===== src/rtl/fabric_dispatcher_if.sv =====
`default_nettype none
// +--------------------------------------------------------------------+
// | Module   : fabric_dispatcher_if                                     |
// | Brief    : Host-side instruction stream, start/status and fabric   |
// |            row-side signals of the fabric dispatcher.              |
// | Revision : 1.0 - initial release                                    |
// +--------------------------------------------------------------------+
interface fabric_dispatcher_if #(
    parameter int ROWS             = 1,
    parameter int INSTR_DATA_WIDTH = 27,
    parameter int INSTR_ADDR_WIDTH = 4,
    parameter int INSTR_HOPS_WIDTH = 4
);
    localparam int ROW_W = (ROWS > 1) ? $clog2(ROWS) : 1;

    // Host instruction stream
    logic                               s_valid;
    logic                               s_ready;
    logic [ROW_W-1:0]                   s_row;
    logic [INSTR_DATA_WIDTH-1:0]        s_data;
    logic [INSTR_ADDR_WIDTH-1:0]        s_addr;
    logic [INSTR_HOPS_WIDTH-1:0]        s_hops;

    // Execution control and status
    logic                               start;
    logic [ROWS-1:0]                    start_mask;
    logic                               busy;
    logic                               done;
    logic                               timeout;

    // Fabric row side
    logic [ROWS*INSTR_DATA_WIDTH-1:0]   instr_data_out;
    logic [ROWS*INSTR_ADDR_WIDTH-1:0]   instr_addr_out;
    logic [ROWS*INSTR_HOPS_WIDTH-1:0]   instr_hops_out;
    logic [ROWS-1:0]                    instr_en_out;
    logic [ROWS-1:0]                    call;
    logic [ROWS-1:0]                    ret;

    // Dispatcher side
    modport slave (
        input  s_valid, s_row, s_data, s_addr, s_hops, start, start_mask, ret,
        output s_ready, busy, done, timeout,
               instr_data_out, instr_addr_out, instr_hops_out, instr_en_out, call
    );

    // Host / fabric side
    modport master (
        output s_valid, s_row, s_data, s_addr, s_hops, start, start_mask, ret,
        input  s_ready, busy, done, timeout,
               instr_data_out, instr_addr_out, instr_hops_out, instr_en_out, call
    );
endinterface
`default_nettype wire


===== src/rtl/fabric_dispatcher.sv =====
`default_nettype none
// +--------------------------------------------------------------------+
// | Module   : fabric_dispatcher                                        |
// | Brief    : Buffers host instruction words, injects them into the   |
// |            fabric row instruction chains, then calls the selected  |
// |            rows and waits for all of them to return.               |
// | Options  : FABRIC_DISPATCHER_TIMEOUT_EN - abort WAIT when the      |
// |            cycle counter reaches its maximum.                      |
// | Revision : 1.0 - initial release                                    |
// +--------------------------------------------------------------------+
module fabric_dispatcher #(
    parameter int ROWS             = 1,
    parameter int INSTR_DATA_WIDTH = 27,
    parameter int INSTR_ADDR_WIDTH = 4,
    parameter int INSTR_HOPS_WIDTH = 4,
    parameter int FIFO_DEPTH       = 8,
    parameter int RET_GUARD        = 2,
    parameter int TIMEOUT_WIDTH    = 16
) (
    input  wire logic          clk,
    input  wire logic          rst,
    fabric_dispatcher_if.slave bus
);
    localparam int c_ROW_W   = (ROWS > 1) ? $clog2(ROWS) : 1;
    localparam int c_PTR_W   = $clog2(FIFO_DEPTH);
    localparam int c_DW      = INSTR_DATA_WIDTH;
    localparam int c_AW      = INSTR_ADDR_WIDTH;
    localparam int c_HW      = INSTR_HOPS_WIDTH;
    localparam int c_ENTRY_W = c_ROW_W + c_DW + c_AW + c_HW;

    localparam logic [1:0] c_IDLE = 2'd0;
    localparam logic [1:0] c_CALL = 2'd1;
    localparam logic [1:0] c_WAIT = 2'd2;
    localparam logic [1:0] c_DONE = 2'd3;

    localparam logic [c_PTR_W-1:0]       c_PTR_ONE   = {{(c_PTR_W-1){1'b0}}, 1'b1};
    localparam logic [c_PTR_W:0]         c_CNT_ONE   = {{c_PTR_W{1'b0}}, 1'b1};
    localparam logic [c_PTR_W:0]         c_DEPTH     = (c_PTR_W+1)'(FIFO_DEPTH);
    localparam logic [TIMEOUT_WIDTH-1:0] c_TO_ONE    = {{(TIMEOUT_WIDTH-1){1'b0}}, 1'b1};
    localparam logic [TIMEOUT_WIDTH-1:0] c_TO_MAX    = {TIMEOUT_WIDTH{1'b1}};
    localparam logic [TIMEOUT_WIDTH-1:0] c_RET_GUARD = TIMEOUT_WIDTH'(RET_GUARD);

    // FIFO storage and pointers
    logic [c_ENTRY_W-1:0] r_mem [FIFO_DEPTH];
    logic [c_PTR_W-1:0]   r_wr_ptr;
    logic [c_PTR_W-1:0]   r_rd_ptr;
    logic [c_PTR_W:0]     r_count;
    logic                 w_full;
    logic                 w_empty;
    logic                 w_push;
    logic                 w_pop;
    logic [c_ENTRY_W-1:0] w_wr_entry;
    logic [c_ENTRY_W-1:0] w_rd_entry;
    logic [c_ROW_W-1:0]   w_rd_row;
    logic [c_DW-1:0]      w_rd_data;
    logic [c_AW-1:0]      w_rd_addr;
    logic [c_HW-1:0]      w_rd_hops;

    // Row-side instruction registers
    logic [ROWS-1:0]      r_instr_en;
    logic [ROWS*c_DW-1:0] r_instr_data;
    logic [ROWS*c_AW-1:0] r_instr_addr;
    logic [ROWS*c_HW-1:0] r_instr_hops;

    // Control
    logic [1:0]               r_state;
    logic [1:0]               w_state_nxt;
    logic                     r_pending;
    logic [ROWS-1:0]          r_mask;
    logic [TIMEOUT_WIDTH-1:0] r_cnt;
    logic                     w_start_acc;
    logic                     w_ret_ok;
    logic                     w_to_hit;

    assign w_full     = (r_count == c_DEPTH);
    assign w_empty    = (r_count == '0);
    assign w_push     = bus.s_valid && !w_full;
    assign w_pop      = (r_state == c_IDLE) && !w_empty;
    assign w_wr_entry = {bus.s_row, bus.s_data, bus.s_addr, bus.s_hops};
    assign w_rd_entry = r_mem[r_rd_ptr];
    assign {w_rd_row, w_rd_data, w_rd_addr, w_rd_hops} = w_rd_entry;

    // Storage array needs no reset: occupancy is tracked by r_count
    always_ff @(posedge clk) begin
        if (w_push) begin
            r_mem[r_wr_ptr] <= w_wr_entry;
        end
    end

    // FIFO pointers and occupancy; simultaneous push and pop leave count unchanged
    always_ff @(posedge clk or posedge rst) begin
        if (rst) begin
            r_wr_ptr <= '0;
            r_rd_ptr <= '0;
            r_count  <= '0;
        end else begin
            if (w_push) r_wr_ptr <= r_wr_ptr + c_PTR_ONE;
            if (w_pop)  r_rd_ptr <= r_rd_ptr + c_PTR_ONE;
            if (w_push && !w_pop)      r_count <= r_count + c_CNT_ONE;
            else if (!w_push && w_pop) r_count <= r_count - c_CNT_ONE;
        end
    end

    // One-cycle instruction injection; an out-of-range row matches no slot and is dropped
    always_ff @(posedge clk or posedge rst) begin
        if (rst) begin
            r_instr_en   <= '0;
            r_instr_data <= '0;
            r_instr_addr <= '0;
            r_instr_hops <= '0;
        end else begin
            for (int r = 0; r < ROWS; r++) begin
                if (w_pop && (w_rd_row == c_ROW_W'(r))) begin
                    r_instr_en[r]                <= 1'b1;
                    r_instr_data[r*c_DW +: c_DW] <= w_rd_data;
                    r_instr_addr[r*c_AW +: c_AW] <= w_rd_addr;
                    r_instr_hops[r*c_HW +: c_HW] <= w_rd_hops;
                end else begin
                    r_instr_en[r]                <= 1'b0;
                    r_instr_data[r*c_DW +: c_DW] <= '0;
                    r_instr_addr[r*c_AW +: c_AW] <= '0;
                    r_instr_hops[r*c_HW +: c_HW] <= '0;
                end
            end
        end
    end

    assign w_ret_ok = (r_cnt >= c_RET_GUARD) && ((bus.ret & r_mask) == r_mask);

`ifdef FABRIC_DISPATCHER_TIMEOUT_EN
    logic r_to_flag;
    assign w_to_hit = (r_state == c_WAIT) && !w_ret_ok && (r_cnt == c_TO_MAX);

    // Remembers that DONE was reached by abort rather than by ret
    always_ff @(posedge clk or posedge rst) begin
        if (rst) r_to_flag <= 1'b0;
        else     r_to_flag <= w_to_hit;
    end

    assign bus.timeout = (r_state == c_DONE) && r_to_flag;
`else
    assign w_to_hit    = 1'b0;
    assign bus.timeout = 1'b0;
`endif

    // State register
    always_ff @(posedge clk or posedge rst) begin
        if (rst) r_state <= c_IDLE;
        else     r_state <= w_state_nxt;
    end

    // Next state; an empty FIFO means nothing pops now, so no en can share the CALL cycle
    always_comb begin
        w_state_nxt = r_state;
        w_start_acc = 1'b0;
        case (r_state)
            c_IDLE: begin
                w_start_acc = !r_pending && bus.start && (bus.start_mask != '0);
                if ((r_pending || w_start_acc) && w_empty) w_state_nxt = c_CALL;
            end
            c_CALL:  w_state_nxt = c_WAIT;
            c_WAIT:  if (w_ret_ok || w_to_hit) w_state_nxt = c_DONE;
            c_DONE:  w_state_nxt = c_IDLE;
            default: w_state_nxt = c_IDLE;
        endcase
    end

    // Start bookkeeping: latch mask on acceptance, release at DONE
    always_ff @(posedge clk or posedge rst) begin
        if (rst) begin
            r_pending <= 1'b0;
            r_mask    <= '0;
        end else if (w_start_acc) begin
            r_pending <= 1'b1;
            r_mask    <= bus.start_mask;
        end else if (r_state == c_DONE) begin
            r_pending <= 1'b0;
        end
    end

    // WAIT cycle counter: cleared in CALL, saturating in WAIT
    always_ff @(posedge clk or posedge rst) begin
        if (rst) begin
            r_cnt <= '0;
        end else if (r_state == c_CALL) begin
            r_cnt <= '0;
        end else if ((r_state == c_WAIT) && (r_cnt != c_TO_MAX)) begin
            r_cnt <= r_cnt + c_TO_ONE;
        end
    end

    assign bus.s_ready        = !w_full;
    assign bus.busy           = r_pending || (r_state != c_IDLE);
    assign bus.done           = (r_state == c_DONE);
    assign bus.call           = (r_state == c_CALL) ? r_mask : '0;
    assign bus.instr_en_out   = r_instr_en;
    assign bus.instr_data_out = r_instr_data;
    assign bus.instr_addr_out = r_instr_addr;
    assign bus.instr_hops_out = r_instr_hops;

endmodule
`default_nettype wire


===== src/flat_wrapper.sv =====
// flat-port wrapper written by rule: the top's interface ports become plain ports
module fabric_dispatcher_flat 
#(
    parameter int ROWS             = 1,
    parameter int INSTR_DATA_WIDTH = 27,
    parameter int INSTR_ADDR_WIDTH = 4,
    parameter int INSTR_HOPS_WIDTH = 4,
    parameter int FIFO_DEPTH       = 8,
    parameter int RET_GUARD        = 2,
    parameter int TIMEOUT_WIDTH    = 16
)
  (clk, rst, bus_s_valid, bus_s_row, bus_s_data, bus_s_addr, bus_s_hops, bus_start, bus_start_mask, bus_ret, bus_s_ready, bus_busy, bus_done, bus_timeout, bus_instr_data_out, bus_instr_addr_out, bus_instr_hops_out, bus_instr_en_out, bus_call);
  fabric_dispatcher_if #(.ROWS(ROWS), .INSTR_DATA_WIDTH(INSTR_DATA_WIDTH), .INSTR_ADDR_WIDTH(INSTR_ADDR_WIDTH), .INSTR_HOPS_WIDTH(INSTR_HOPS_WIDTH)) bus_i ();
  input  wire logic clk;
  input  wire logic rst;
  input wire logic [$bits(bus_i.s_valid)-1:0] bus_s_valid;
  input wire logic [$bits(bus_i.s_row)-1:0] bus_s_row;
  input wire logic [$bits(bus_i.s_data)-1:0] bus_s_data;
  input wire logic [$bits(bus_i.s_addr)-1:0] bus_s_addr;
  input wire logic [$bits(bus_i.s_hops)-1:0] bus_s_hops;
  input wire logic [$bits(bus_i.start)-1:0] bus_start;
  input wire logic [$bits(bus_i.start_mask)-1:0] bus_start_mask;
  input wire logic [$bits(bus_i.ret)-1:0] bus_ret;
  output wire logic [$bits(bus_i.s_ready)-1:0] bus_s_ready;
  output wire logic [$bits(bus_i.busy)-1:0] bus_busy;
  output wire logic [$bits(bus_i.done)-1:0] bus_done;
  output wire logic [$bits(bus_i.timeout)-1:0] bus_timeout;
  output wire logic [$bits(bus_i.instr_data_out)-1:0] bus_instr_data_out;
  output wire logic [$bits(bus_i.instr_addr_out)-1:0] bus_instr_addr_out;
  output wire logic [$bits(bus_i.instr_hops_out)-1:0] bus_instr_hops_out;
  output wire logic [$bits(bus_i.instr_en_out)-1:0] bus_instr_en_out;
  output wire logic [$bits(bus_i.call)-1:0] bus_call;
  assign bus_i.s_valid = bus_s_valid;
  assign bus_i.s_row = bus_s_row;
  assign bus_i.s_data = bus_s_data;
  assign bus_i.s_addr = bus_s_addr;
  assign bus_i.s_hops = bus_s_hops;
  assign bus_i.start = bus_start;
  assign bus_i.start_mask = bus_start_mask;
  assign bus_i.ret = bus_ret;
  assign bus_s_ready = bus_i.s_ready;
  assign bus_busy = bus_i.busy;
  assign bus_done = bus_i.done;
  assign bus_timeout = bus_i.timeout;
  assign bus_instr_data_out = bus_i.instr_data_out;
  assign bus_instr_addr_out = bus_i.instr_addr_out;
  assign bus_instr_hops_out = bus_i.instr_hops_out;
  assign bus_instr_en_out = bus_i.instr_en_out;
  assign bus_call = bus_i.call;
  fabric_dispatcher #(.ROWS(ROWS), .INSTR_DATA_WIDTH(INSTR_DATA_WIDTH), .INSTR_ADDR_WIDTH(INSTR_ADDR_WIDTH), .INSTR_HOPS_WIDTH(INSTR_HOPS_WIDTH), .FIFO_DEPTH(FIFO_DEPTH), .RET_GUARD(RET_GUARD), .TIMEOUT_WIDTH(TIMEOUT_WIDTH)) u_core (.clk(clk), .rst(rst), .bus(bus_i));
endmodule

===== config.mk =====
export PLATFORM = sky130hd
export DESIGN_NAME = fabric_dispatcher_flat
export DESIGN_NICKNAME = d
export VERILOG_FILES = /design/src/rtl/fabric_dispatcher_if.sv /design/src/rtl/fabric_dispatcher.sv /design/src/flat_wrapper.sv
export SDC_FILE = /design/constraint.sdc
export NUM_CORES = 1
export LEC_CHECK = 0
export CORE_ASPECT_RATIO = 1.4
export CORE_UTILIZATION = 40
export CTS_CLUSTER_SIZE = 10
export DETAILED_ROUTE_END_ITERATION = 12
export GPL_ROUTABILITY_DRIVEN = 0
export SLEW_MARGIN = 20
export SYNTH_ARGS = -nofsm -noshare
export SYNTH_HDL_FRONTEND = slang
export SYNTH_SLANG_ARGS = --single-unit

===== constraint.sdc =====
create_clock -name clk -period 5.15 [get_ports clk]
set_input_delay 0.7725 -clock clk [delete_from_list [all_inputs] [get_ports clk]]
set_output_delay 0.7725 -clock clk [all_outputs]
set_load 0.05 [all_outputs]

# Word-level counts from Yosys, hierarchy flattened
# Memories as Yosys holds them, arrays and structs flattened.
# Cells that the tools add are included.
op_classes:
  n_lt_le_gt_ge: 1
  eq_ne: 8
  n_addsub: 5
  muxes: 17
  bitwise: 2
  n_reduce_logical: 24
ops:
  columns: ["operator", "n"]
  rows:
  - ["$mux W16", 2]
  - ["$mux W27", 1]
  - ["$add A16 B1 Y16 const B", 1]
  - ["$ge A16 B2 Y1 const B", 1]
  - ["$mux W4", 4]
  - ["$ne A16 B16 Y1 const B", 1]
  - ["$logic_and A1 B1 Y1", 10]
  - ["$pmux W2 S4", 1]
  - ["$reduce_bool A2 Y1", 4]
  - ["$mux W1", 7]
  - ["$add A3 B1 Y3 const B", 2]
  - ["$logic_not A1 Y1", 5]
  - ["$add A4 B1 Y4 const B", 1]
  - ["$eq A2 B2 Y1 const B", 2]
  - ["$eq A4 B4 Y1 const B", 1]
  - ["$logic_not A4 Y1", 1]
  - ["$mux W2", 2]
  - ["$sub A4 B1 Y4 const B", 1]
  - ["$eq A2 B1 Y1 const B", 1]
  - ["$logic_not A2 Y1", 1]
  - ["$logic_or A1 B1 Y1", 2]
  - ["$ne A2 B1 Y1 const B", 1]
  - ["$ne A2 B2 Y1 const B", 1]
  - ["$reduce_and A2 Y1", 1]
  - ["other kinds (3)", 3]
word_totals:
  wordCells: 69
  memories: 1
  mem_bits_rw: 288
  regBits: 66
mem_list:
  columns: ["name", "words", "width", "rd", "rd_clocked_by_memory_dff", "write_ports", "line_no", "rtl"]
  rows:
  - ["u_core.r_mem", 8, 36, 1, 0, 1, "fabric_dispatcher.sv:44", "logic [c_ENTRY_W-1:0] r_mem [FIFO_DEPTH];"]

# Longest topological paths before layout
# Gate-level depths: netlist (run 1).
logic_depth:
  word_depth: 7
  mapped_depth: 11
  mapped_depth_nobuf: 11

# Worst setup path after synthesis (run 1)
# OpenSTA, ideal clock, no wires.
synth_timing:
  path_type: "register -> register"
  start: "register u_core.r_count[3]"
  end: "memory u_core.r_mem[0][0] (netlist name) (enable)"
  path_stages_with_launch: 6
  arrival_ps: 3643
  path_buffers: 0
  period_less_slack_ps: 4117
  setup_slack_ps: 1033
  required_ps: 4676
  path_cell_list: "dfrtp_1 or4b_2 nand2_1 inv_1 nand2b_1 nor3_1"
synth_between:
  elab_chain_len: 5
synth_lines:
  columns: ["item", "line_no", "rtl"]
  rows:
  - ["from (decl)", "fabric_dispatcher.sv:47", "logic [c_PTR_W:0] r_count;"]
  - ["from (signal assigned)", "fabric_dispatcher.sv:99", "if (w_push && !w_pop) r_count <= r_count + c_CNT_ONE;"]
  - ["from (signal assigned)", "fabric_dispatcher.sv:100", "else if (!w_push && w_pop) r_count <= r_count - c_CNT_ONE;"]
  - ["$eq A4 B4 Y1", "fabric_dispatcher.sv:75", "assign w_full = (r_count == c_DEPTH);"]
  - ["$logic_not A1 Y1", null, null]
  - ["named net bus_s_ready", "flat_wrapper.sv:24", "output wire logic [$bits(bus_i.s_ready)-1:0] bus_s_ready;"]
  - ["$logic_and A1 B1 Y1", "fabric_dispatcher.sv:77", "assign w_push = bus.s_valid && !w_full;"]
  - ["named net u_core.w_push", "fabric_dispatcher.sv:50", "logic w_push;"]
  - ["$mux W1", "fabric_dispatcher.sv:85", "if (w_push) begin"]
  - ["$mux W1 (not written as such)", "fabric_dispatcher.sv:86", "r_mem[r_wr_ptr] <= w_wr_entry;"]
  - ["to (decl)", "fabric_dispatcher.sv:44", null]
# The timed path passes the listed nets, and every way through them passes these cells.

# Worst setup path in the final report (run 1)
layout_timing:
  start: "register u_core.r_state[1]"
  end: "output port bus_call"
layout_between:
  elab_chain_len: 2
layout_lines:
  columns: ["item", "line_no", "rtl"]
  rows:
  - ["from (decl)", "fabric_dispatcher.sv:66", "logic [1:0] r_state;"]
  - ["from (signal assigned)", "fabric_dispatcher.sv:148", "if (rst) r_state <= c_IDLE;"]
  - ["from (signal assigned)", "fabric_dispatcher.sv:149", "else r_state <= w_state_nxt;"]
  - ["$eq A2 B1 Y1", "fabric_dispatcher.sv:195", "assign bus.call = (r_state == c_CALL) ? r_mask : '0;"]
  - ["$mux W1", "fabric_dispatcher.sv:195", null]
  - ["to (decl)", "flat_wrapper.sv:32", "output wire logic [$bits(bus_i.call)-1:0] bus_call;"]
# Every way passes these cells.

==> summary.md, run 1 <==
| Metric | Value |
|---|---|
| Status | completed |
| WHS | 0.502 ns |
| 1st-pass router iterations | 5 |
| Main synth FF type | edfxtp_1 |
| Share of layout cells above drive strength 1 | 18.0% |
| WL/cell | between 20 and 25 um |
| Max Fanout on Critical Path | 15 |
| Mapped Nets | 733 |
| Synth Warn # | 0 |
| Gr usage total | 16.5% |
| Pwr dens | 574 nW/um^2 |
| Syn avg cell area | 20.0 um^2 |
| Vias in the first global route | 7161 |
| I/O Pins | 83 |
| Fraction of registers with async set/reset | 18.6% |
| WL final | 27.0 mm |
| Post-synth top area share | 63.7% |
| Global-route wire length before repair | 42.1 mm |
| Worst EP arrival | about 2.6 ns |
| Final HPWL DP | approximately 16 mm |
| Layout Nets | 842 |
| Leading area contributor after synthesis | edfxtp_1 |
| Count leader, synth | edfxtp_1 |
| Area of the mapped netlist | 13600 um^2 |
| DRC Markers | 0 |
| Die ar. | 34700 um^2 |
| CTS Buf Count | 41 |
| TritonCTS clock tree | yes |
| Routed Antenna Nets | 0 |
| Setup Fix Bufs, Post-CTS | 0 |
| Final Hold Viols | 0 |
| Final setup slack of the worst path | 1.82 ns |
| Clock-pin transition on the worst setup and hold timing paths | 0.05 ns |
| Slew Limit Fails | 0 |
| Post-synth EDFFs | 288 |
| Worst path buffer plus inverter count | 2 |
| Layout Cells excl Fill | roughly 1300 |
| Number of synthesized register bits | 354 |
| Clk_lat worst skew | 0.52 ns |
| Synth unique cells | 54 |
| CP startpoint kind | flip-flop |
| CP Class | flip-flop to output pin |
| CTS resizes | 0 |
| Tcrit/Tclk final | 64.7% |
| CTS sink cnt | 354 |
| Initial antenna violation count | 0 |
| Via density | 5.21 |
| R2R depth | 10 |
| Initial Util | just over 40% |
| Port bufs | 81 |
| Root Driver | clkbuf_16 |
| Vias post-DR | 6570 |
| Hold Path Depth | 1 |
| MaxCap Viol Count | 0 |
| Post-Syn Instances | 679 |
| Placed Instances | 1190 |
| Cell count along the critical path | 4 |
| CP top delay family | buffers and inverters |
| Largest net degree at the start of global routing | about 60 |
| Clk_skew | approximately 0.019 ns |
| Sequential area share after synthesis | 75.9% |
| Setup violators final | 0 |
| Most common library cells after synthesis | 288 x edfxtp_1, 72 x mux4_2, 66 x dfrtp_1 |
| Crit-path slowest cell | clkdlybuf4s50_1 |
| Total gr overflow | 0 |
| Relative slew slack | 35.2% |
| Worst setup EP type | output pin |
| CP peak stage delay | slightly below 0.8 ns |
| CTS H-tree depth | 2 |
| Clock Path Buffers | 3 |
| P_leak | around 5.5 nW |
| Setup TNS | 0 ns |
| Synth area leaders | edfxtp_1 64%, dfrtp_1 12%, mux4_2 12% |
| P&R area growth vs syn | 19.2% |
| DIE HEIGHT | 220 um |
| Pre-CTS setup slack | 1.85 ns |
| Max rail drop VDD | 0.284 mV |
| Min-Delay Path Class | flip-flop to flip-flop |
| RSZ-0062 raised after global routing | no |
| Core area | 33300 um^2 |
| WP data required | 4.38 ns |
| Hold_buf cts | 0 |
| Worst slew pin tran | 0.968 ns |
| Die Span X | approximately 160 um |
| Crit path cell chain | inv_1 > ha_1 > and2_1 > clkdlybuf4s50_1 |
| DRT iter0 DRCs | 474 |
| Fmax | about 300 MHz |
| Minimum clock period | 3.33 ns |
| Diodes inserted | 0 |
| Row count | 79 |
[worst register-to-register path, stage by stage (launching register included)]
cell and delay (ns):
dfrtp_1 0.45, or4b_2 0.71, nand2_1 0.17, inv_1 0.12, ha_1 0.22, inv_1 0.18, ha_1 0.29, a21o_1 0.21
a2111oi_0 0.40, a31oi_1 0.09, a221o_1 0.33
[cells by family after synthesis]
logic type               after synthesis  synth area share (%)
buffers and inverters                 42                  1.53
flip-flops                           354                  75.9
AND/OR/NAND/NOR                      113                  4.09
multiplexers                         110                  14.8
other                                  1                0.0276
XOR/XNOR                               7                 0.452
AO/OA/AOI/OAI                         40                  2.05
adder cells (fa/ha/maj)               12                  1.16
[worst paths after layout]
check	startpoint	slack [ns]	endpoint
min	u_core.r_mask$_DFFE_PP0P_	0.50	u_core.r_mask$_DFFE_PP0P_
max	u_core.r_state[1]$_DFFE_PP0P_	1.82	bus_call
max in group asynchronous	rst	3.52	u_core.r_rd_ptr[0]$_DFFE_PP0P_
min in group asynchronous	rst	0.57	u_core.bus.instr_data_out[5]$_DFF_PP0_
min reg2reg	u_core.r_mask$_DFFE_PP0P_	0.50	u_core.r_mask$_DFFE_PP0P_
max reg2reg	u_core.r_count[0]$_DFFE_PP0P_	1.86	u_core.r_count[3]$_DFFE_PP0P_
[registers in the layout (all words and copies together) (netlist names)]
register / count
u_core.r_rd_ptr: 3
u_core.r_cnt: 16
u_core.r_count: 4
u_core.r_mem: 288
u_core.r_mask: 1
u_core.bus.instr_data_out: 27
u_core.bus.instr_en_out: 1
u_core.r_state: 2
u_core.r_wr_ptr: 3
u_core.r_pending: 1
u_core.bus.instr_hops_out: 4
u_core.bus.instr_addr_out: 4
[final cells by class]
cell class,count,area [um^2]
Multi-Input combinational cell,283,3120
Sequential cell,354,10300
Timing Repair Buffer,95,993
Clock buffer,70,1130
Fill cell,2730,17100
Inverter,13,50.0
Tap cell,445,557
Clock inverter,2,10.0
[report_power, final]
| group | internal [mW] | total (mW) | switching, mW |
|---|---|---|---|
| clock | 1.48 | 2.52 | 1.03 |
| sequential | 3.64 | 3.94 | 0.300 |
| combinational | 1.21 | 2.83 | 1.62 |
| total | 6.33 | 9.29 | 2.95 |
[through the flow]
step	util (%)	instance area, um^2	power (mW)
after floorplan	-	13600	5.96
after global placement	44.8	14900	6.77
after detailed placement	45.1	15000	6.90
after CTS	48.6	16200	9.44
after global routing	48.6	16200	9.76
final	48.6	16200	9.29
[cell usage in the layout, fill, tap and decap left out, types with 2 or more instances in the layout]
master           netlist  routed
mux2i_1               36      36
buf_16                 0       2
dfrtp_4                0       2
dfrtp_1               66      63
clkdlybuf4s50_1        0      81
nand2_1               20      20
o31ai_1                3       3
nor3_1                 7       5
buf_12                 0       3
nor2_1                48      42
nor4_1                 6       6
and4_1                 4       4
nand4_1                6       6
or3_1                  3       3
a31oi_1                2       2
xnor2_1                6       6
nand3_1                5       5
a21oi_1               11      11
inv_1                 13      12
mux2_2                 2       2
or4_1                  3       3
o21ai_0                6       6
clkbuf_16              0      41
mux4_2                72      72
clkbuf_1               8      29
buf_4                  1       9
nor2_4                 0       6
edfxtp_1             288     288
ha_1                  11      11
nand2b_1               6       6
clkinv_2               0       3
[routing by layer]
metal / GRT usage [%] / up-vias / routed length, um
met5: 0 / - / 0
met3: 2.62 / 45 / 1110
li1: - / 2938 / -
met2: 30.0 / 153 / 14700
met1: 19.9 / 3434 / 10600
met4: 5.15 / 0 / 554
(Power assumes the default switching activity.)
==> run 2, diff against run 1 <==
==> constraint.sdc (replaced) <==
create_clock -name clk -period 3.15 [get_ports clk]
set_input_delay 0.4725 -clock clk [delete_from_list [all_inputs] [get_ports clk]]
set_output_delay 0.4725 -clock clk [all_outputs]
set_load 0.05 [all_outputs]
==> run 2 against run 1 <==
Compared with the run above:
- worst hold slack worse by 0.18 ns
- die area stayed put
- register-to-register slack worse by 1.7 ns
- via count is 0.50% higher
- global-route usage is 0.24 points lower
- highest routed layer is now met5
==> summary.md, run 2 (synthesized netlist as in run 1, its figures left out) <==
| Metric | Value |
|---|---|
| Worst slew pin tran | 0.780 ns (-0.188 ns) |
| R2R setup slack | 0.14 ns (-1.72 ns) |
| Vias post-DR | 6603 (+0.50%) |
| Final-layout fill cell count | 2711 (-0.70%) |
| Sw power | 4.90 mW (+66%) |
| Root Driver | clkbuf_16 |
| CTS Buf Count | 41 (unchanged) |
| CP startpoint kind | flip-flop |
| WL final | 27.0 mm (about the same) |
| Clock-pin transition on the worst setup and hold timing paths | 0.06 ns (about the same) |
| Final HPWL DP | 15.0 mm (-6.4%) |
| Die Span X | 158 um (unchanged) |
| Fmax | 332 MHz |
| Port bufs | 81 (unchanged) |
| Initial antenna violation count | 1 (+1) |
| DIE HEIGHT | 220 um (unchanged) |
| Max rail drop VDD | 0.421 mV (+48%) |
| Placed Instances | 1192 (+0.17%) |
| Clock Path Buffers | 3 (unchanged) |
| P&R area growth vs syn | 20.3% |
| Tcrit/Tclk final | 95.7% |
| Vias in the first global route | 7226 (+0.91%) |
| Multi-input gate area | 3140 um^2 (+0.52%) |
| CTS resizes | 0 (unchanged) |
| Gr usage total | 16.3% (-0.24 points) |
| R2R Path Start | u_core.r_count[0]$_DFFE_PP0P_ |
| Share of layout cells above drive strength 1 | 18.8% (+0.84 points) |
| Worst EP arrival | 3.43 ns (+0.87 ns) |
| Min-Delay Path Class | input port to asynchronous set/reset pin |
| Layout Nets | 844 (+0.24%) |
| I/O Pins | 83 (unchanged) |
| DRT iter0 DRCs | 438 (-7.6%) |
| DRC Markers | 0 (unchanged) |
| RSZ-0062 raised after global routing | yes |
| WL/cell | 21.3 um (-0.55%) |
| Layout Cells excl Fill | 1268 (+0.48%) |
| Total Power | 15.4 mW (+66%) |
| Via density | 5.21 (about the same) |
| P_leak | 5.59 nW (+0.83%) |
| Largest net degree at the start of global routing | 51 (-16%) |
| Initial Util | 40.7% (unchanged) |
| Pwr dens | 943 nW/um^2 (+64%) |
| TritonCTS clock tree | yes |
| Sequential cell area | 10300 um^2 (about the same) |
| CTS sink cnt | 354 (unchanged) |
| Diodes inserted | 0 (unchanged) |
| Core area | 33300 um^2 (unchanged) |
| Relative slew slack | 48.0% (+13 points) |
| R2R Path End | u_core.r_count[3]$_DFFE_PP0P_ |
| Slew Limit Fails | 0 (unchanged) |
| Routed Antenna Nets | 0 (unchanged) |
| 1st-pass router iterations | 4 (-1) |
| Global-route wire length before repair | 41.4 mm (-1.7%) |
| WP data required | 3.56 ns (-0.82 ns) |
| CTS H-tree depth | 2 (unchanged) |
| Clk_skew | 0.00946 ns (-0.00958 ns) |
| Clk network pwr share | 27.7% (+0.6 points) |
| Minimum clock period | 3.01 ns |
| Setup violators final | 0 (unchanged) |
| Combinational share of power | 30.8% (+0.3 points) |
| Final Hold Viols | 0 (unchanged) |
| P_int | 10.5 mW (+66%) |
| Die ar. | 34700 um^2 (unchanged) |
| Hold_buf cts | 0 (unchanged) |
| Pre-CTS setup slack | 0.0685 ns (-1.78 ns) |
| Worst setup EP type | flip-flop |
| Clk_lat worst skew | 0.54 ns (+0.02 ns) |
| WHS | 0.324 ns (-0.178 ns) |
| MaxCap Viol Count | 0 (unchanged) |
| Sw frac | 31.8% (about the same) |
| Most common cell after layout, fill and taps aside | edfxtp_1 |
| Largest register FFs | 288 (unchanged) |
| Final setup slack of the worst path | 0.135 ns (-1.68 ns) |
| R2R depth | 10 (unchanged) |
| CP Class | flip-flop to flip-flop |
| Max Fanout on Critical Path | 5 (-10) |
| Reg with most FFs | u_core.r_mem |
| Row count | 79 (unchanged) |
| Total gr overflow | 0 (unchanged) |
| Setup Fix Bufs, Post-CTS | 0 (unchanged) |
| Commonest cells after routing, fill and taps aside | 288 x edfxtp_1, 81 x clkdlybuf4s50_1, 72 x mux4_2, 62 x dfrtp_1 |
| Reg power frac | 41.5% (-0.9 points) |
| Status | completed |
[run 2: critical path, cell delays in order, from the launching register on]
cell	delay (ns)
dfrtp_2	0.45
or4b_4	0.55
nand2_1	0.14
inv_1	0.11
ha_1	0.24
inv_2	0.12
ha_1	0.26
a21o_1	0.22
a2111oi_1	0.40
a31oi_1	0.10
a221o_1	0.33
[run 2: power groups by stage]
stage               sequential [mW]  combinational (mW)  clock (mW)
floorplan                      6.92                2.82           0
global route                   6.47                5.10        4.54
global placement               6.44                4.70           0
finish                         6.39                4.73        4.27
detailed placement             6.48                4.82           0
CTS                            6.40                4.84        4.37
[run 2: worst max-delay path by stage]
stage / endpoint / from
detailed placement: u_core.r_count[3]$_DFFE_PP0P_ / u_core.r_count[0]$_DFFE_PP0P_
floorplan: u_core.r_mem[6][0]$_DFFE_PP_ / u_core.r_count[3]$_DFFE_PP0P_
CTS: u_core.r_count[3]$_DFFE_PP0P_ / u_core.r_count[0]$_DFFE_PP0P_
finish: u_core.r_count[3]$_DFFE_PP0P_ / u_core.r_count[0]$_DFFE_PP0P_
global route: u_core.r_count[3]$_DFFE_PP0P_ / u_core.r_count[0]$_DFFE_PP0P_
global placement: u_core.r_count[3]$_DFFE_PP0P_ / u_core.r_count[0]$_DFFE_PP0P_
[run 2: cell type report]
type,instances,share of cell area [%]
Inverter,13,0.307
Multi-Input combinational cell,283,19.2
Tap cell,445,3.41
Clock inverter,4,0.276
Timing Repair Buffer,97,6.47
Sequential cell,354,63.2
Clock buffer,72,7.13
[run 2: per-layer routing]
metal	track usage (%)	vias to the layer above	wire, um
li1	-	2951	-
met1	19.4	3435	10700
met2	29.3	154	14500
met3	2.85	61	1050
met4	5.70	2	671
met5	0	-	11
[run 2: through the flow]
step	instance area [um^2]	setup TNS (ns)	util [%]
floorplan	13600	0	-
finish	16300	0	49.0
detailed placement	15100	0	45.3
CTS	16300	0	49.0
global placement	15100	0	45.3
global route	16300	-0.0116	49.0
==> run 3, diff against run 2 <==
==> constraint.sdc (replaced) <==
create_clock -name clk -period 3.35 [get_ports clk]
set_input_delay 0.5025 -clock clk [delete_from_list [all_inputs] [get_ports clk]]
set_output_delay 0.5025 -clock clk [all_outputs]
set_load 0.05 [all_outputs]
==> run 3 against run 2 <==
Compared with the run above:
- critical path depth did not move
- register-to-register slack is essentially flat
- global-route usage grew 0.43 points
- worst setup slack got worse by 0.0078 ns
- critical path type unchanged
- largest cell class unchanged
- highest routed layer is now met4
==> summary.md, run 3 (synthesized netlist as in run 1, its figures left out) <==
| Metric | Value |
|---|---|
| Worst EP arrival | 3.62 ns (+0.19 ns) |
| Placed Instances | 1194 (+0.17%) |
| DRT iter0 DRCs | 597 (+36%) |
| R2R Path Start | u_core.r_count[0]$_DFFE_PP0P_ |
| Total Power | 14.4 mW (-6.5%) |
| Reg power frac | 41.5% (about the same) |
| Vias in the first global route | 7207 (-0.26%) |
| Total gr overflow | 0 (unchanged) |
| Clock Path Buffers | 3 (unchanged) |
| P_int | 9.79 mW (-6.7%) |
| Final HPWL DP | 15.6 mm (+3.5%) |
| Status | completed |
| Largest net degree at the start of global routing | 65 (+27%) |
| DRC Markers | 0 (unchanged) |
| Pre-CTS setup slack | -0.0173 ns (-0.0858 ns) |
| Worst path buffer plus inverter count | 2 (unchanged) |
| Sw power | 4.60 mW (-6.0%) |
| Min-Delay Path Class | input port to asynchronous set/reset pin |
| Root Driver | clkbuf_16 |
| Initial antenna violation count | 0 (-1) |
| Final Hold Viols | 0 (unchanged) |
| Pwr dens | 886 nW/um^2 (-6.1%) |
| WL/cell | 21.8 um (+2.3%) |
| Hold_buf cts | 0 (unchanged) |
| Global-route wire length before repair | 42.3 mm (+2.3%) |
| Diodes inserted | 0 (unchanged) |
| Initial Util | 40.7% (unchanged) |
| CP peak stage delay | 0.71 ns (+0.16 ns) |
| Max rail drop VDD | 0.409 mV (-2.9%) |
| Crit path cell chain | or4b_2 > nand2_1 > inv_1 > ha_1 > inv_2 > ha_1 > a21o_1 > a2111oi_4 > a31oi_1 > a221o_1 |
| Via density | 5.23 (+0.38%) |
| Most common cell after layout, fill and taps aside | edfxtp_1 |
| Vias post-DR | 6633 (+0.45%) |
| Layout Cells excl Fill | 1269 (+0.079%) |
| WP data required | 3.75 ns (+0.19 ns) |
| Clk_lat worst skew | 0.52 ns (-0.02 ns) |
| P&R area growth vs syn | 19.8% |
| Worst setup EP type | flip-flop |
| Die Span X | 158 um (unchanged) |
| Clk_skew | 0.0110 ns (+0.00157 ns) |
| TritonCTS clock tree | yes |
| Tcrit/Tclk final | 96.2% (+0.49 points) |
| Share of layout cells above drive strength 1 | 18.7% (-0.14 points) |
| Worst slew pin tran | 0.803 ns (+0.0230 ns) |
| MaxCap Viol Count | 0 (unchanged) |
| DIE HEIGHT | 220 um (unchanged) |
| R2R depth | 10 (unchanged) |
| Layout Nets | 846 (+0.24%) |
| Relative slew slack | 46.4% (-1.5 points) |
| Commonest cells after routing, fill and taps aside | 288 x edfxtp_1, 81 x clkdlybuf4s50_1, 72 x mux4_2, 63 x dfrtp_1, 42 x nor2_1 |
| Reg with most FFs | u_core.r_mem |
| P_leak | 5.57 nW (-0.27%) |
| Slew Limit Fails | 0 (unchanged) |
| Port bufs | 81 (unchanged) |
| Final Cell Area | 16200 um^2 (-0.44%) |
| Clk network pwr share | 27.2% (-0.5 points) |
| Clock-pin transition on the worst setup and hold timing paths | 0.05 ns (about the same) |
| CP startpoint kind | flip-flop |
| Fmax | 310 MHz (-6.4%) |
| Critical path startpoint | u_core.r_count[0]$_DFFE_PP0P_ |
| Dpl cell area | 15100 um^2 (-0.26%) |
| Max Fanout on Critical Path | 5 (unchanged) |
| R2R Path End | u_core.r_count[3]$_DFFE_PP0P_ |
| Die ar. | 34700 um^2 (unchanged) |
| R2R setup slack | 0.13 ns (about the same) |
| Sw frac | 32.0% (+0.15 points) |
| CTS H-tree depth | 2 (unchanged) |
| Gr usage total | 16.7% (+0.43 points) |
| CP Class | flip-flop to flip-flop |
| Largest register FFs | 288 (unchanged) |
| Final-layout fill cell count | 2757 (+1.7%) |
| Core area | 33300 um^2 (unchanged) |
| CTS sink cnt | 354 (unchanged) |
| CP top delay family | compound AO/OA/AOI/OAI gates |
| Routed Antenna Nets | 0 (unchanged) |
| Combinational share of power | 31.3% (+0.5 points) |
| I/O Pins | 83 (unchanged) |
| Minimum clock period | 3.22 ns (+0.208 ns) |
| Row count | 79 (unchanged) |
| Crit-path slowest cell | or4b_2 |
| WL final | 27.6 mm (+2.3%) |
| CTS Buf Count | 41 (unchanged) |
| Setup violators final | 0 (unchanged) |
| 1st-pass router iterations | 5 (+1) |
| Final setup slack of the worst path | 0.127 ns (-0.00783 ns) |
| Crit-path most repeated cell | ha_1 |
run 3: changes by cell type in the layout (fill, tap and decap cells not counted), moves of 2 or more:
cell	previous run	this run
buf_12	10	6
buf_4	6	12
ha_1	9	11
ha_2	2	0
inv_6	0	2
run 3: routing by layer:
layer  global-route usage (%)  up-vias  part of all wire [%]
li1                         -     2947                     -
met5                        0        -                     0
met2                     30.0      147                    54
met1                     20.3     3498                    40
met3                     2.95       41                   3.8
met4                     5.11        0                   2.0
run 3: worst max-delay path by stage:
| stage | endpoint | slack, ns | cells past startpoint |
|---|---|---|---|
| floorplan | u_core.r_count[3]$_DFFE_PP0P_ | 0.15 | 10 |
| global placement | u_core.r_count[3]$_DFFE_PP0P_ | 0.20 | 10 |
| detailed placement | u_core.r_count[3]$_DFFE_PP0P_ | -0.02 | 10 |
| CTS | u_core.r_count[3]$_DFFE_PP0P_ | 0.01 | 10 |
| global route | u_core.r_count[3]$_DFFE_PP0P_ | -0.01 | 10 |
| finish | u_core.r_count[3]$_DFFE_PP0P_ | 0.13 | 10 |
run 3: stage by stage:
step	setup TNS, ns	hold WS, ns	utilization (%)
2_1_floorplan	0	0.441	-
3_3_place_gp	0	0.470	45.2
3_5_place_dp	-0.0173	0.467	45.2
4_1_cts	0	0.344	48.7
5_1_grt	-0.0132	0.364	48.8
6_report	0	0.331	48.8
run 3: layout make-up:
cell class	instances	area, um^2	share of cell area, %
Clock inverter	3	22.5	0.139
Sequential cell	354	10300	63.5
Multi-Input combinational cell	283	3150	19.4
Timing Repair Buffer	99	1020	6.28
Tap cell	445	557	3.43
Inverter	13	50.0	0.308
Clock buffer	72	1140	7.03
run 3: worst register-to-register path: cells and delay by family (launching register included):
| kind | cells | cell delay [ns] |
|---|---|---|
| AOI/OAI and AO/OA | 4 | 1.04 |
| and+or+nand+nor | 2 | 0.86 |
| adders and majority gates | 2 | 0.52 |
| DFF | 1 | 0.44 |
| buffers and inverters | 2 | 0.25 |
run 3: power groups by stage:
| stage | clock (mW) | combinational (mW) | sequential, mW |
|---|---|---|---|
| floorplan | 0 | 2.65 | 6.51 |
| global placement | 0 | 4.44 | 6.01 |
| detailed placement | 0 | 4.55 | 6.06 |
| CTS | 4.00 | 4.57 | 5.98 |
| global route | 4.18 | 4.85 | 6.05 |
| finish | 3.91 | 4.51 | 5.97 |
run 3: timing repair:
item,in CTS,in global routing
endpoints found under the hold margin,0,0
resized for setup,1,3
endpoints found under the setup margin,1,1
setup buffers,0,0
